--- config.mk ---
export PLATFORM = sky130hd
export DESIGN_NAME = s_output_port_ctrl
export DESIGN_NICKNAME = d
export VERILOG_FILES = /design/src/rtl/s_output_port_ctrl.sv
export SDC_FILE = /design/constraint.sdc
export NUM_CORES = 1
export LEC_CHECK = 0
export ABC_CLOCK_PERIOD_IN_PS = 2110
export CAP_MARGIN = 20
export CORE_MARGIN = 4
export CORE_UTILIZATION = 34
export DETAILED_ROUTE_END_ITERATION = 12
export GPL_TIMING_DRIVEN = 0
export PLACE_DENSITY = 0.82
export SLEW_MARGIN = 10
export SYNTH_ARGS = -nofsm -noshare
export SYNTH_HDL_FRONTEND = slang
export SYNTH_SLANG_ARGS = --single-unit
--- constraint.sdc ---
create_clock -name clk -period 2.11 [get_ports clk]
set_input_delay 0.211 -clock clk [delete_from_list [all_inputs] [get_ports clk]]
set_output_delay 0.211 -clock clk [all_outputs]
set_load 0.05 [all_outputs]
--- src/rtl/s_output_port_ctrl.sv ---
// ---------------------------------------------------------------------------
// s_output_port_ctrl
//   South output-port controller. Takes the south round-robin arbiter's grant,
//   locks the south crossbar path to the winning input for a whole packet
//   (head through tail), moves flits into a registered south link stage with
//   a valid/ready handshake, pops the owning input buffer once per flit, and
//   pulses the arbiter's change-order input when the tail leaves.
//
//   Flit format: bit FLIT_W-1 = head, bit FLIT_W-2 = tail (both = 1-flit pkt).
//
// Ports
//   clk, reset                      clock (rising edge), async active-high reset
//   rrp_s_priority_{n,w,e,l}_i      arbiter grant per input (one-hot expected)
//   {n,w,e,l}_flit_i                head-of-queue flit of each input buffer
//   {n,w,e,l}_valid_i               input buffer non-empty
//   {n,w,e,l}_pop_o                 dequeue strobe, one cycle per flit taken
//   s_flit_o / s_valid_o / s_ready_i  registered south link stage
//   rr_register_change_order_o      one-cycle pulse at tail transfer
//   s_busy_o                        high while a packet holds the path
//
// Optional build macro S_OUTPUT_PORT_STATS_EN adds:
//   s_pkt_count_o   (16) tail transfers, wrapping
//   s_stall_count_o (16) cycles with s_valid_o && !s_ready_i, wrapping
// ---------------------------------------------------------------------------
module s_output_port_ctrl #(
    parameter int FLIT_W = 32
) (
    input  logic              clk,
    input  logic              reset,
    input  logic              rrp_s_priority_n_i,
    input  logic              rrp_s_priority_w_i,
    input  logic              rrp_s_priority_e_i,
    input  logic              rrp_s_priority_l_i,
    input  logic [FLIT_W-1:0] n_flit_i,
    input  logic [FLIT_W-1:0] w_flit_i,
    input  logic [FLIT_W-1:0] e_flit_i,
    input  logic [FLIT_W-1:0] l_flit_i,
    input  logic              n_valid_i,
    input  logic              w_valid_i,
    input  logic              e_valid_i,
    input  logic              l_valid_i,
    output logic              n_pop_o,
    output logic              w_pop_o,
    output logic              e_pop_o,
    output logic              l_pop_o,
    output logic [FLIT_W-1:0] s_flit_o,
    output logic              s_valid_o,
    input  logic              s_ready_i,
    output logic              rr_register_change_order_o,
    output logic              s_busy_o
`ifdef S_OUTPUT_PORT_STATS_EN
    ,
    output logic [15:0]       s_pkt_count_o,
    output logic [15:0]       s_stall_count_o
`endif
);

    typedef enum logic {
        ST_IDLE = 1'b0,
        ST_XFER = 1'b1
    } state_t;

    typedef enum logic [1:0] {
        OWN_N = 2'd0,
        OWN_W = 2'd1,
        OWN_E = 2'd2,
        OWN_L = 2'd3
    } owner_t;

    state_t              r_state;
    state_t              w_state_nxt;
    owner_t              r_owner;
    owner_t              w_gnt_sel;
    logic                w_gnt_any;
    logic                w_gnt_valid;
    logic [FLIT_W-1:0]   w_gnt_flit;
    logic                w_own_valid;
    logic [FLIT_W-1:0]   w_own_flit;
    logic                w_lock;
    logic                w_load;
    logic                w_tail_xfer;
    logic [3:0]          w_pop;      // {L,E,W,N}
    logic [FLIT_W-1:0]   r_s_flit;
    logic                r_s_valid;

    // Grant resolution: fixed N > W > E > L if the arbiter ever raises more
    // than one grant.
    always_comb begin
        w_gnt_sel = OWN_N;
        w_gnt_any = 1'b1;
        if (rrp_s_priority_n_i)      w_gnt_sel = OWN_N;
        else if (rrp_s_priority_w_i) w_gnt_sel = OWN_W;
        else if (rrp_s_priority_e_i) w_gnt_sel = OWN_E;
        else if (rrp_s_priority_l_i) w_gnt_sel = OWN_L;
        else                         w_gnt_any = 1'b0;
    end

    // Valid/flit of the resolved grant (used only for locking in IDLE).
    always_comb begin
        w_gnt_valid = n_valid_i;
        w_gnt_flit  = n_flit_i;
        case (w_gnt_sel)
            OWN_N: begin w_gnt_valid = n_valid_i; w_gnt_flit = n_flit_i; end
            OWN_W: begin w_gnt_valid = w_valid_i; w_gnt_flit = w_flit_i; end
            OWN_E: begin w_gnt_valid = e_valid_i; w_gnt_flit = e_flit_i; end
            OWN_L: begin w_gnt_valid = l_valid_i; w_gnt_flit = l_flit_i; end
            default: ;
        endcase
    end

    // Valid/flit of the latched owner (crossbar path while in XFER).
    always_comb begin
        w_own_valid = n_valid_i;
        w_own_flit  = n_flit_i;
        case (r_owner)
            OWN_N: begin w_own_valid = n_valid_i; w_own_flit = n_flit_i; end
            OWN_W: begin w_own_valid = w_valid_i; w_own_flit = w_flit_i; end
            OWN_E: begin w_own_valid = e_valid_i; w_own_flit = e_flit_i; end
            OWN_L: begin w_own_valid = l_valid_i; w_own_flit = l_flit_i; end
            default: ;
        endcase
    end

    // Only a valid head flit on the granted input can open a packet.
    assign w_lock = (r_state == ST_IDLE) && w_gnt_any && w_gnt_valid &&
                    w_gnt_flit[FLIT_W-1];

    // FSM next-state and per-flit control
    always_comb begin
        w_state_nxt = r_state;
        w_load      = 1'b0;
        w_tail_xfer = 1'b0;
        w_pop       = 4'b0000;
        case (r_state)
            ST_IDLE: begin
                if (w_lock) w_state_nxt = ST_XFER;
            end
            ST_XFER: begin
                // Load when the output stage is empty or draining this cycle.
                if (w_own_valid && (!r_s_valid || s_ready_i)) begin
                    w_load           = 1'b1;
                    w_pop[r_owner]   = 1'b1;
                    if (w_own_flit[FLIT_W-2]) begin
                        w_tail_xfer = 1'b1;
                        w_state_nxt = ST_IDLE;
                    end
                end
            end
            default: w_state_nxt = ST_IDLE;
        endcase
    end

    always_ff @(posedge clk or posedge reset) begin
        if (reset) begin
            r_state <= ST_IDLE;
            r_owner <= OWN_N;
        end else begin
            r_state <= w_state_nxt;
            if (w_lock) r_owner <= w_gnt_sel;
        end
    end

    // South link register stage. s_flit_o keeps its last value after drain.
    always_ff @(posedge clk or posedge reset) begin
        if (reset) begin
            r_s_flit  <= '0;
            r_s_valid <= 1'b0;
        end else if (w_load) begin
            r_s_flit  <= w_own_flit;
            r_s_valid <= 1'b1;
        end else if (r_s_valid && s_ready_i) begin
            r_s_valid <= 1'b0;
        end
    end

`ifdef S_OUTPUT_PORT_STATS_EN
    logic [15:0] r_pkt_cnt;
    logic [15:0] r_stall_cnt;

    always_ff @(posedge clk or posedge reset) begin
        if (reset) begin
            r_pkt_cnt   <= 16'h0000;
            r_stall_cnt <= 16'h0000;
        end else begin
            if (w_tail_xfer)             r_pkt_cnt   <= r_pkt_cnt + 16'h0001;
            if (r_s_valid && !s_ready_i) r_stall_cnt <= r_stall_cnt + 16'h0001;
        end
    end

    assign s_pkt_count_o   = r_pkt_cnt;
    assign s_stall_count_o = r_stall_cnt;
`endif

    assign n_pop_o                    = w_pop[0];
    assign w_pop_o                    = w_pop[1];
    assign e_pop_o                    = w_pop[2];
    assign l_pop_o                    = w_pop[3];
    assign s_flit_o                   = r_s_flit;
    assign s_valid_o                  = r_s_valid;
    assign rr_register_change_order_o = w_tail_xfer;
    assign s_busy_o                   = (r_state == ST_XFER);

endmodule

==> results.md <==
* Pin count of the biggest net entering global routing at 37
* Number of synthesized flops with an enable pin at 0
* WL final at 7.66 mm
* Clock slew seen by the registers of the worst setup and hold paths at ~0.070 ns
* H-tree Lvls at 2
* WP data arrival at 1.83 ns
* Final GP Congestion at 0.800
* Number of top-level pins at 178
* Hold Crit Class: input port to asynchronous set/reset pin
* Via count of the first global-routing pass at 2327
* Clock tree buffer depth at 2
* Final critical delay including setup and external delays at 2.04 ns
* Placeable core region at 6420 um2
* Initial cell density of the core at a little over a third
* Headroom to the max-slew limit at roughly 49%
* Worst EP required at 1.90 ns
* Remaining number of nets flagged by the antenna check after routing at 0
* Die extent in y at 89.9 um
* Crit start category: flop
* Overall die area at a little over 8000 um2
* Synth warnings at 0
* Relative area change from synthesis to final layout at 88.2%
* Final setup skew at 0.00886 ns
* Buffers added on ports at around 180
* Number of pins exceeding their max-slew limit in the final report at 0
* Setup WS pre-CTS at -0.489 ns
* Count of TritonRoute iterations in the first routing pass at 4
* Post-Synthesis Cell Area at 2280 um2
* Chip width at 89.9 um
* Static Leak at about 1.6 nW
* Final antenna diode count at 0
* Final critical-path share of the clock period at 96.6%
* Status: complete, no violations
* Critical-path maximum fanout at 10
* Final net count at 471
* Cell variety after synth at 29
* Met2 Use GR at 35.3%
* Endpoint class of the critical path: output port
* Number of antenna violations at the first check in global routing at 0
* Number of DRC markers in iteration 0 at 52
* Cts hold-fix bufs at 0
* Dominant synthesized flop cell: sky130_fd_sc_hd__dfrtp_1
* Critical path start-end classification: flop to output port
* Setup ws final at 0.0719 ns
* Post-Synthesis Cells at around 140
* Drt drc at 0
* Total of endpoints with negative setup slack in the final report at 0
* FMAX at 491 MHz
* Vias after detailed routing at 2119
* Average routed wire per standard cell at 18.7 um
* Reported max-cap violation count at 0
* Grt met1 use at 22.1%
* Post-placement cell count at 398
* Sink Count at 36
* DR vias/cell at about 5.2
* First-pass GRT wire length at 12.4 mm
* Synthesis-stage register bit count at 36
* Number of non-filler instances in the completed layout at 409
* Met3 GRT Util at 4.84%
* Global-route usage over all layers at roughly 19%
* Fill cell instance count of the final layout at just over 500
* Final hold vios at 0
* Power density over the cells at 1380 nW/um2
* Setup repair after global routing missed its margin: no
* Fraction of final layout cells with drive strength greater than 1 at 23.8%
* Insertion delay of the later-clocked pin in the worst-skew pair at 0.28 ns
* Synthesized netlist net count at 283
* TritonCTS clock tree: yes
* Clock root buffer: sky130_fd_sc_hd__clkbuf_8
* Measured slew at the worst slew-check pin at around 0.77 ns
* Highest-utilization routing layer at the global route stage: met2
* Worst IR drop on VDD at 0.753 mV
* Cell Rows at 29
* Share of the yosys chip area belonging to registers at between 30% and 40%
* Number of buffers inserted during clock tree synthesis at 5
* HPWL after detailed placement at 6.34 mm
* Total grt overflow at 0
* Avg Inst Size Synth at 15.8 um2
* Fraction of synthesis flops using an asynchronous set or reset pin at 100%
## critical path, stage by stage, from the launching register on
cell	delay [ns]
sky130_fd_sc_hd__dfrtp_1	0.37
sky130_fd_sc_hd__buf_6	0.13
sky130_fd_sc_hd__mux4_2	0.35
sky130_fd_sc_hd__nand3_2	0.10
sky130_fd_sc_hd__buf_8	0.14
sky130_fd_sc_hd__buf_6	0.14
sky130_fd_sc_hd__nor3_2	0.13
sky130_fd_sc_hd__buf_6	0.18
## worst paths after layout
| path | to | cells past startpoint | slack (ns) | startpoint |
|---|---|---|---|---|
| setup reg to reg | s_flit_o[19]$_DFFE_PP0P_ | 7 | 0.12 | r_owner[1]$_DFFE_PP0P_ |
| setup / recovery | l_pop_o | 7 | 0.07 | r_owner[1]$_DFFE_PP0P_ |
| min in group clk | s_flit_o[30]$_DFFE_PP0P_ | 1 | 0.49 | s_flit_o[30]$_DFFE_PP0P_ |
| max in group asynchronous | s_busy_o$_DFF_PP0_ | 2 | 1.23 | reset |
| hold reg to reg | s_flit_o[30]$_DFFE_PP0P_ | 1 | 0.49 | s_flit_o[30]$_DFFE_PP0P_ |
| hold / removal | s_flit_o[24]$_DFFE_PP0P_ | 2 | 0.38 | reset |
## metal layers
metal	routed length, um	up-vias
met3	440	9
met1	2880	1059
met2	4230	85
li1	-	966
met5	0	-
met4	107	0
## through the flow
step	TNS, ns	utilization (%)	hold slack (ns)	instance area [um2]	power (W)
after floorplan	-1.48	-	0.378	2280	0.00408
final	0	66.9	0.382	4290	0.00594
after global routing	0	66.9	0.481	4290	0.00627
after detailed placement	-2.33	64.6	0.478	4150	0.00545
after global placement	-2.27	64.6	0.462	4150	0.00537
after CTS	0	66.3	0.411	4260	0.00599
## cells in the final DEF, fill, tap and decap left out, types with 3 or more instances in the layout
cell type	synthesis	final
sky130_fd_sc_hd__a21oi_1	3	3
sky130_fd_sc_hd__buf_4	1	6
sky130_fd_sc_hd__buf_6	4	8
sky130_fd_sc_hd__clkbuf_1	3	3
sky130_fd_sc_hd__clkbuf_8	0	5
sky130_fd_sc_hd__clkdlybuf4s50_1	0	172
sky130_fd_sc_hd__dfrtp_1	36	36
sky130_fd_sc_hd__mux2_1	16	16
sky130_fd_sc_hd__mux2_2	15	15
sky130_fd_sc_hd__mux4_2	33	33
sky130_fd_sc_hd__nor3_2	0	4
## final cells by class
type	count	area, um2	share of cell area [%]
clock buffer	6	72.6	1.69
sequential	36	901	21.0
timing repair buffer	181	1800	42.0
buffer	12	97.6	2.27
inverter	3	11.3	0.262
multi-input combinational	93	1310	30.4
clock inverter	1	5.00	0.117
tap	77	96.3	2.24
## what timing repair did
action / 4_1_cts / 5_1_grt
resized for setup: 37 / 11
pin swaps: 0 / 0
setup buffers: 4 / 0
setup endpoints to repair: 5 / 5
## report_power, final
group	switching (W)	internal, W	total [W]
logic	0.00230	0.00194	0.00424
clock network	0.000239	0.000225	0.000464
registers	0.000175	0.00106	0.00123
## state kept, by name (all words and copies together) (netlist names)
signal / flops
s_busy_o: 1
r_owner: 2
s_flit_o: 32
s_valid_o: 1
## cells in the mapped netlist, drive strengths merged, types with 2 or more instances
library cell	count	share of area (%)
a21o	2	0.66
a21oi	3	0.66
buf	9	3.2
clkbuf	3	0.49
dfrtp	36	39
inv	3	0.49
mux2	31	15
mux4	33	33
nand2	2	0.33
nand3	2	0.66
nor2b	2	0.55
nor3	4	0.88
o211ai	2	0.66
## kinds of logic after synthesis
group | Yosys count | share of synthesized area [%]
multiplexers | 64 | 47.9
buffers and inverters | 15 | 4.17
AND/OR/NAND/NOR | 14 | 3.56
AO/OA/AOI/OAI | 15 | 4.93
flip-flops | 36 | 39.5
(Power assumes the default switching activity.)
